==> src/rtl/mem_stage.sv <==
// -----------------------------------------------------------------------------
// mem_stage -- pipeline memory stage between EX and WB.
//
// Non-memory instructions pass straight through to a registered writeback
// bundle (latency 1). Loads and stores raise a data-memory request and stall
// EX until the memory returns a single-cycle ack. Load data is lane-selected
// and sign/zero-extended. Store data is replicated across the byte lanes.
//
// Handshake: while o_stall is high, EX holds every i_* input stable. The
// request fields are therefore decoded directly from the held inputs and stay
// constant for the whole access. i_dmem_ack is a completion pulse. It is only
// honoured in WAIT. In the ack cycle o_stall is low, so EX may advance on that
// clock edge.
//
// Ports
//   clk, rst_n          clock, asynchronous active-low reset
//   i_result            EX result / effective address
//   i_data_store        store data (rs2)
//   i_pc, i_func3,
//   i_opcode, i_valid   instruction from EX
//   o_stall             hold EX
//   o_dmem_req/we/addr/wdata/be, i_dmem_rdata, i_dmem_ack   data-memory port
//   o_wb_valid/pc/opcode/data   registered writeback bundle
//   o_misaligned        registered misaligned-access trap flag
//   o_fsm_state         debug view of the FSM (0 = IDLE, 1 = WAIT)
//
// Configuration macro: MEM_MISALIGN_TRAP_EN
//   When it is defined, misaligned half/word accesses are not issued and raise
//   o_misaligned. Otherwise the low address bits are forced to size alignment.
// -----------------------------------------------------------------------------
module mem_stage (
   input  logic        clk,
   input  logic        rst_n,
   input  logic [31:0] i_result,
   input  logic [31:0] i_data_store,
   input  logic [31:0] i_pc,
   input  logic [2:0]  i_func3,
   input  logic [6:0]  i_opcode,
   input  logic        i_valid,
   output logic        o_stall,
   output logic        o_dmem_req,
   output logic        o_dmem_we,
   output logic [31:0] o_dmem_addr,
   output logic [31:0] o_dmem_wdata,
   output logic [3:0]  o_dmem_be,
   input  logic [31:0] i_dmem_rdata,
   input  logic        i_dmem_ack,
   output logic        o_wb_valid,
   output logic [31:0] o_wb_pc,
   output logic [6:0]  o_wb_opcode,
   output logic [31:0] o_wb_data,
   output logic        o_misaligned,
   output logic        o_fsm_state
);

   localparam logic [6:0] OP_LOAD  = 7'b0000011;
   localparam logic [6:0] OP_STORE = 7'b0100011;

   typedef enum logic {ST_IDLE = 1'b0, ST_WAIT = 1'b1} state_t;
   typedef enum logic [1:0] {SZ_BYTE = 2'd0, SZ_HALF = 2'd1, SZ_WORD = 2'd2} size_t;

   state_t      r_state, w_state_nxt;
   size_t       w_size;
   logic        w_is_load, w_is_store, w_is_mem;
   logic        w_req, w_stall, w_retire, w_trap, w_trap_cond;
   logic [1:0]  w_off;
   logic [3:0]  w_be;
   logic [31:0] w_wdata, w_lane, w_load_data, w_wb_data;

   logic        r_wb_valid;
   logic [31:0] r_wb_pc, r_wb_data;
   logic [6:0]  r_wb_opcode;

   assign w_is_load  = (i_opcode == OP_LOAD);
   assign w_is_store = (i_opcode == OP_STORE);
   assign w_is_mem   = w_is_load | w_is_store;

   // Stores only know SB/SH; every other store func3 is a full word.
   // Loads treat the unsigned variants (func3[2]) as the same size.
   always_comb begin
      w_size = SZ_WORD;
      if (w_is_store) begin
         if (i_func3 == 3'b000)      w_size = SZ_BYTE;
         else if (i_func3 == 3'b001) w_size = SZ_HALF;
      end else begin
         if (i_func3 == 3'b000 || i_func3 == 3'b100)      w_size = SZ_BYTE;
         else if (i_func3 == 3'b001 || i_func3 == 3'b101) w_size = SZ_HALF;
      end
   end

   // Offset with the size-aligned low bits cleared.
   always_comb begin
      case (w_size)
         SZ_BYTE: w_off = i_result[1:0];
         SZ_HALF: w_off = {i_result[1], 1'b0};
         default: w_off = 2'b00;
      endcase
   end

`ifdef MEM_MISALIGN_TRAP_EN
   assign w_trap_cond = ((w_size == SZ_HALF) && i_result[0]) ||
                        ((w_size == SZ_WORD) && (i_result[1:0] != 2'b00));
`else
   assign w_trap_cond = 1'b0;
`endif

   always_comb begin
      case (w_size)
         SZ_BYTE: begin
            w_be    = 4'b0001 << w_off;
            w_wdata = {4{i_data_store[7:0]}};
         end
         SZ_HALF: begin
            w_be    = 4'b0011 << w_off;
            w_wdata = {2{i_data_store[15:0]}};
         end
         default: begin
            w_be    = 4'b1111;
            w_wdata = i_data_store;
         end
      endcase
   end

   // Selected lane is shifted down to bit 0 before extension.
   assign w_lane = i_dmem_rdata >> {w_off, 3'b000};

   always_comb begin
      case (i_func3)
         3'b000:  w_load_data = {{24{w_lane[7]}}, w_lane[7:0]};
         3'b100:  w_load_data = {24'd0, w_lane[7:0]};
         3'b001:  w_load_data = {{16{w_lane[15]}}, w_lane[15:0]};
         3'b101:  w_load_data = {16'd0, w_lane[15:0]};
         default: w_load_data = w_lane;
      endcase
   end

   // rst_n gates the combinational request so it drops immediately in reset,
   // even while EX still presents a memory instruction.
   always_comb begin
      w_state_nxt = r_state;
      w_req       = 1'b0;
      w_stall     = 1'b0;
      w_retire    = 1'b0;
      w_trap      = 1'b0;
      case (r_state)
         ST_IDLE: begin
            if (i_valid && rst_n) begin
               if (!w_is_mem) begin
                  w_retire = 1'b1;
               end else if (w_trap_cond) begin
                  w_trap = 1'b1;
               end else begin
                  w_req       = 1'b1;
                  w_stall     = 1'b1;
                  w_state_nxt = ST_WAIT;
               end
            end
         end
         ST_WAIT: begin
            w_req = 1'b1;
            if (i_dmem_ack) begin
               w_retire    = 1'b1;
               w_state_nxt = ST_IDLE;
            end else begin
               w_stall = 1'b1;
            end
         end
         default: w_state_nxt = ST_IDLE;
      endcase
   end

   always_ff @(posedge clk or negedge rst_n) begin
      if (!rst_n) r_state <= ST_IDLE;
      else        r_state <= w_state_nxt;
   end

   always_comb begin
      if (w_trap || w_is_store) w_wb_data = 32'd0;
      else if (w_is_load)       w_wb_data = w_load_data;
      else                      w_wb_data = i_result;
   end

   always_ff @(posedge clk or negedge rst_n) begin
      if (!rst_n) begin
         r_wb_valid  <= 1'b0;
         r_wb_pc     <= 32'd0;
         r_wb_opcode <= 7'd0;
         r_wb_data   <= 32'd0;
      end else begin
         r_wb_valid <= w_retire;
         if (w_retire || w_trap) begin
            r_wb_pc     <= i_pc;
            r_wb_opcode <= i_opcode;
            r_wb_data   <= w_wb_data;
         end
      end
   end

`ifdef MEM_MISALIGN_TRAP_EN
   logic r_misaligned;
   always_ff @(posedge clk or negedge rst_n) begin
      if (!rst_n) r_misaligned <= 1'b0;
      else        r_misaligned <= w_trap;
   end
   assign o_misaligned = r_misaligned;
`else
   assign o_misaligned = 1'b0;
`endif

   assign o_stall      = w_stall;
   assign o_dmem_req   = w_req;
   assign o_dmem_we    = w_req & w_is_store;
   assign o_dmem_addr  = {i_result[31:2], 2'b00};
   assign o_dmem_be    = w_req ? w_be : 4'b0000;
   assign o_dmem_wdata = (w_req && w_is_store) ? w_wdata : 32'd0;
   assign o_wb_valid   = r_wb_valid;
   assign o_wb_pc      = r_wb_pc;
   assign o_wb_opcode  = r_wb_opcode;
   assign o_wb_data    = r_wb_data;
   assign o_fsm_state  = (r_state == ST_WAIT);

endmodule

==> config.mk <==
export PLATFORM = sky130hd
export DESIGN_NAME = mem_stage
export DESIGN_NICKNAME = d
export VERILOG_FILES = /design/src/rtl/mem_stage.sv
export SDC_FILE = /design/constraint.sdc
export NUM_CORES = 1
export LEC_CHECK = 0
export ABC_CLOCK_PERIOD_IN_PS = 10550
export BUFFER_PORTS_ARGS = -buffer_cell sky130_fd_sc_hd__clkbuf_2
export CAP_MARGIN = 20
export CORE_AREA = 2 2 112 114
export CTS_CLUSTER_DIAMETER = 150
export DETAILED_ROUTE_END_ITERATION = 12
export DIE_AREA = 0 0 114 116
export GPL_TIMING_DRIVEN = 1
export PLACE_DENSITY = 0.69
export SLEW_MARGIN = 40
export SYNTH_ARGS = -nofsm -noshare
export SYNTH_HDL_FRONTEND = slang
export SYNTH_SLANG_ARGS = --single-unit
export TNS_END_PERCENT = 5
==> constraint.sdc <==
create_clock -name clk -period 10.55 [get_ports clk]
set_input_delay 3.165 -clock clk [delete_from_list [all_inputs] [get_ports clk]]
set_output_delay 3.165 -clock clk [all_outputs]
set_load 0.03 [all_outputs]
==> run summary <==
The number of nets in the layout came out at 887. After clock tree synthesis, the clock-pin slew on the worst setup and hold paths is 60 ps. The layout filler cell count came out at 1214. The synthesized design spends more area on one cell type than any other, namely sky130_fd_sc_hd__dfrtp_1. The final setup violation count came out at 0.

The number of enable flip-flop cells after synthesis came out at 0. Max-cap violations in this run came to 0. The number of post-CTS setup repair buffers is 0. OpenSTA, run right after detailed placement, puts the worst setup slack at 2100 ps. After detailed routing, the number of vias per cell comes to 5.00. The routed design has 14.7 mm of wire.

The clock net in this run drives a total of 73 sinks. The chip width is 114 um. The area growth from synthesis to layout is 36.9%.

The post-synthesis async set-or-reset flop share is 1.00. The maximum number of pins on one net before global-route repair is 44. The clock tree from TritonCTS is done. The total half-perimeter wirelength after legalization and detailed placement came out at 11.6 mm. The final worst slack is 2100 ps. The slew at the pin closest to its max-slew limit came out at 843 ps. The combinational fraction of design power is 0.387. In the routed design, unresolved DRC markers number 0. The number of max-slew violations in the final report came to 0. The critical path is of the in -> out type.

The number of violations reported at the end of detailed-routing iteration 0 came out at 287. The number of antenna-violating nets in the routed design is 0. Timing would allow up to 118 MHz. Ranked by total cell area, the synthesized netlist is headed by sky130_fd_sc_hd__dfrtp_1 (44%), sky130_fd_sc_hd__nand2_1 (14%), sky130_fd_sc_hd__buf_4 (5.9%). The initial utilization of the core area, before any placement, comes to 0.351. The register bit count reported by yosys is 73.

The worst setup path is launched from an input port. The fraction of synthesized cell area taken by the top area cell type is 0.437. The switching power came out at 0.452 mW.

In this run, post-CTS repair resized a total of 0 instances. The area used by multi-input combinational logic is 0.00198 sq mm. Routability-driven placement finished with a final weighted congestion of 0.797. The tightest min-delay check is of the reg -> reg type. The worst pin sits at a relative slew slack of 0.430. The total negative setup slack came out at 0 ps.

In this run, post-CTS hold repair placed 0 buffers. In the synthesized netlist the dominant register cell turns out to be sky130_fd_sc_hd__dfrtp_1. STA classifies the critical path endpoint as a primary output. The footprint of the flip-flops and latches is 0.00183 sq mm.

The worst-skew pair later-pin latency is 320 ps. The first global-routing pass estimated 22.1 mm of wire. The layout cell share with drive strength beyond 1 came out at 0.421.

The routed layout has 4483 vias. Setup repair after global routing left no endpoint under its margin. The detailed-router iteration count before antenna repair came out at 4.

Yosys printed 0 warnings. The netlist area before placement came out at 0.00418 sq mm. The number of buffers added on ports came out at 283.

For the final database, setup skew stands at 4.87 ps. The die outline height is 116 um. The part of the power in registers came out at 0.356. Sorting the synthesized cells by how often they occur yields sky130_fd_sc_hd__nand2_1 (156), sky130_fd_sc_hd__dfrtp_1 (73), sky130_fd_sc_hd__nor2_1 (43), sky130_fd_sc_hd__buf_4 (33), sky130_fd_sc_hd__a22oi_1 (31).

The number of distinct library cell variants in the gate-level netlist after synthesis is 42. The fraction of power consumed by the clock network is 0.258. Of the total power, the share spent switching nets is 0.418.

The area of the die came out at 0.0132 sq mm. The routed wire length per instance is 16.4 um. The number of antenna violations at the first check in global routing is 0. The CTS buffer count is 9. After technology mapping, the gate count stands at 508. The overflow left after global routing came out at 0. 0 antenna diodes ended up in the layout. The final period demand of the worst path came out at 8450 ps. The sequential-to-total area share from yosys stat came out at 0.437.

The number of ports placed on the die boundary is 287. The floorplan step defined a core boundary enclosing 0.0119 sq mm. The synthesized area divided by synthesized cell count came out at 8.23 sq um. The maximum resistive drop on vdd is 0.0000649 V. The floorplan has 40 rows.

The final hold violation count is 0. Of the available clock period, the critical path in the final layout requires 0.801. The largest buffer count on any clock path came out at 2. The analysis attributes to cell leakage a power of 3.21 nW. The most instantiated library cell after synthesis is sky130_fd_sc_hd__nand2_1.

The top fanout value on the critical path came out at 25. The internal power consumption is 0.630 mW. The power density normalized to cell area came out at 189 mW/mm^2. The tree is rooted in a sky130_fd_sc_hd__clkbuf_16. The flow ran to the end, and the final reports show no timing, DRC or antenna violations. The number of global-route vias before repair is 4238. For this run, the total global-route usage over all layers was measured as 0.217. The worst path required time is 7390 ps. The arrival time of data at the critical path endpoint came out at 5290 ps. The maximum level of the CTS H-tree came out at 3.
## area by class of cell
class,instances,area share
Multi-Input combinational cell,370,0.345
Sequential cell,73,0.319
Timing Repair Buffer,288,0.254
Clock buffer,10,0.0400
Tap cell,147,0.0321
Clock inverter,6,0.00743
Inverter,3,0.00197
## cells in the final DEF, fill, tap and decap left out, types with 2 or more instances in the layout
cell	instances
sky130_fd_sc_hd__and4b_1	2
sky130_fd_sc_hd__clkbuf_16	9
sky130_fd_sc_hd__clkinvlp_4	2
sky130_fd_sc_hd__nand2_1	156
sky130_fd_sc_hd__mux2i_1	18
sky130_fd_sc_hd__o21ai_0	17
sky130_fd_sc_hd__conb_1	3
sky130_fd_sc_hd__clkbuf_2	282
sky130_fd_sc_hd__o22ai_1	7
sky130_fd_sc_hd__nand3_1	18
sky130_fd_sc_hd__clkinv_2	2
sky130_fd_sc_hd__buf_4	6
sky130_fd_sc_hd__and2_1	8
sky130_fd_sc_hd__and2_0	2
sky130_fd_sc_hd__nor2_1	41
sky130_fd_sc_hd__or2_2	2
sky130_fd_sc_hd__dfrtp_1	73
sky130_fd_sc_hd__nand2b_1	2
sky130_fd_sc_hd__a21oi_1	21
sky130_fd_sc_hd__a22oi_1	31
sky130_fd_sc_hd__a221oi_1	8
sky130_fd_sc_hd__inv_1	3
sky130_fd_sc_hd__nor3_1	2
sky130_fd_sc_hd__a211oi_1	8
sky130_fd_sc_hd__a31oi_1	3
## final timing paths
kind                              from              end  slack, ps  cells after the start
setup / recovery           i_opcode[6]  o_dmem_wdata[4]       2100                      7
hold / removal             o_wb_pc[16]      o_wb_pc[16]        470                      2
setup reg to reg           o_fsm_state     o_wb_data[7]       8270                      5
hold reg to reg            o_wb_pc[16]      o_wb_pc[16]        470                      2
max in group asynchronous        rst_n    o_wb_data[23]       6860                      2
min in group asynchronous        rst_n    o_wb_data[19]       2830                      1
## logic make-up (layout without fill, tap and decap cells)
logic type | after synthesis | after routing | share of synthesized area
compound gates | 103 | 103 | 0.169
buf+inv | 67 | 307 | 0.0966
flops | 73 | 73 | 0.437
mux | 18 | 18 | 0.0431
other cells | 1 | 3 | 0.000897
simple gates | 246 | 246 | 0.253
## registers in the layout, summed over array words and instances (netlist names)
| register | cells |
|---|---|
| o_wb_opcode | 7 |
| o_wb_valid | 1 |
| o_wb_data | 32 |
| o_wb_pc | 32 |
| o_fsm_state | 1 |
## power by group through the flow
stage | Combinational (mW) | Clock (mW) | Sequential, mW
global placement | 0.419 | 0 | 0.386
finish | 0.419 | 0.279 | 0.385
floorplan | 0.137 | 0 | 0.528
global route | 0.452 | 0.298 | 0.394
CTS | 0.424 | 0.284 | 0.385
detailed placement | 0.423 | 0 | 0.390
## metrics by stage
step / std cells / power, mW / hold WS [ps] / cell area [sq um] / utilization
2_1_floorplan: 510 / 0.665 / 650 / 4190 / -
3_3_place_gp: 881 / 0.805 / 457 / 5440 / 0.457
3_5_place_dp: 881 / 0.813 / 461 / 5450 / 0.458
4_1_cts: 897 / 1.09 / 477 / 5730 / 0.481
5_1_grt: 897 / 1.14 / 494 / 5730 / 0.481
6_report: 897 / 1.08 / 471 / 5730 / 0.481
## routing by layer
metal,GRT usage,share of wire,vias to the layer above,wire length (um)
li1,-,-,2189,-
met1,0.251,0.40,2085,5870
met2,0.403,0.52,196,7680
met3,0.0455,0.066,13,965
met4,0.0610,0.011,0,157
met5,0,0,-,0
## critical path, cell delays in order
cell and delay, ps:
sky130_fd_sc_hd__clkbuf_2 100, sky130_fd_sc_hd__or4b_4 560, sky130_fd_sc_hd__or2_4 300, sky130_fd_sc_hd__or2_2 490
sky130_fd_sc_hd__inv_1 280, sky130_fd_sc_hd__and2_1 170, sky130_fd_sc_hd__clkbuf_2 200
No activity file was read; power rests on OpenSTA's default activity.
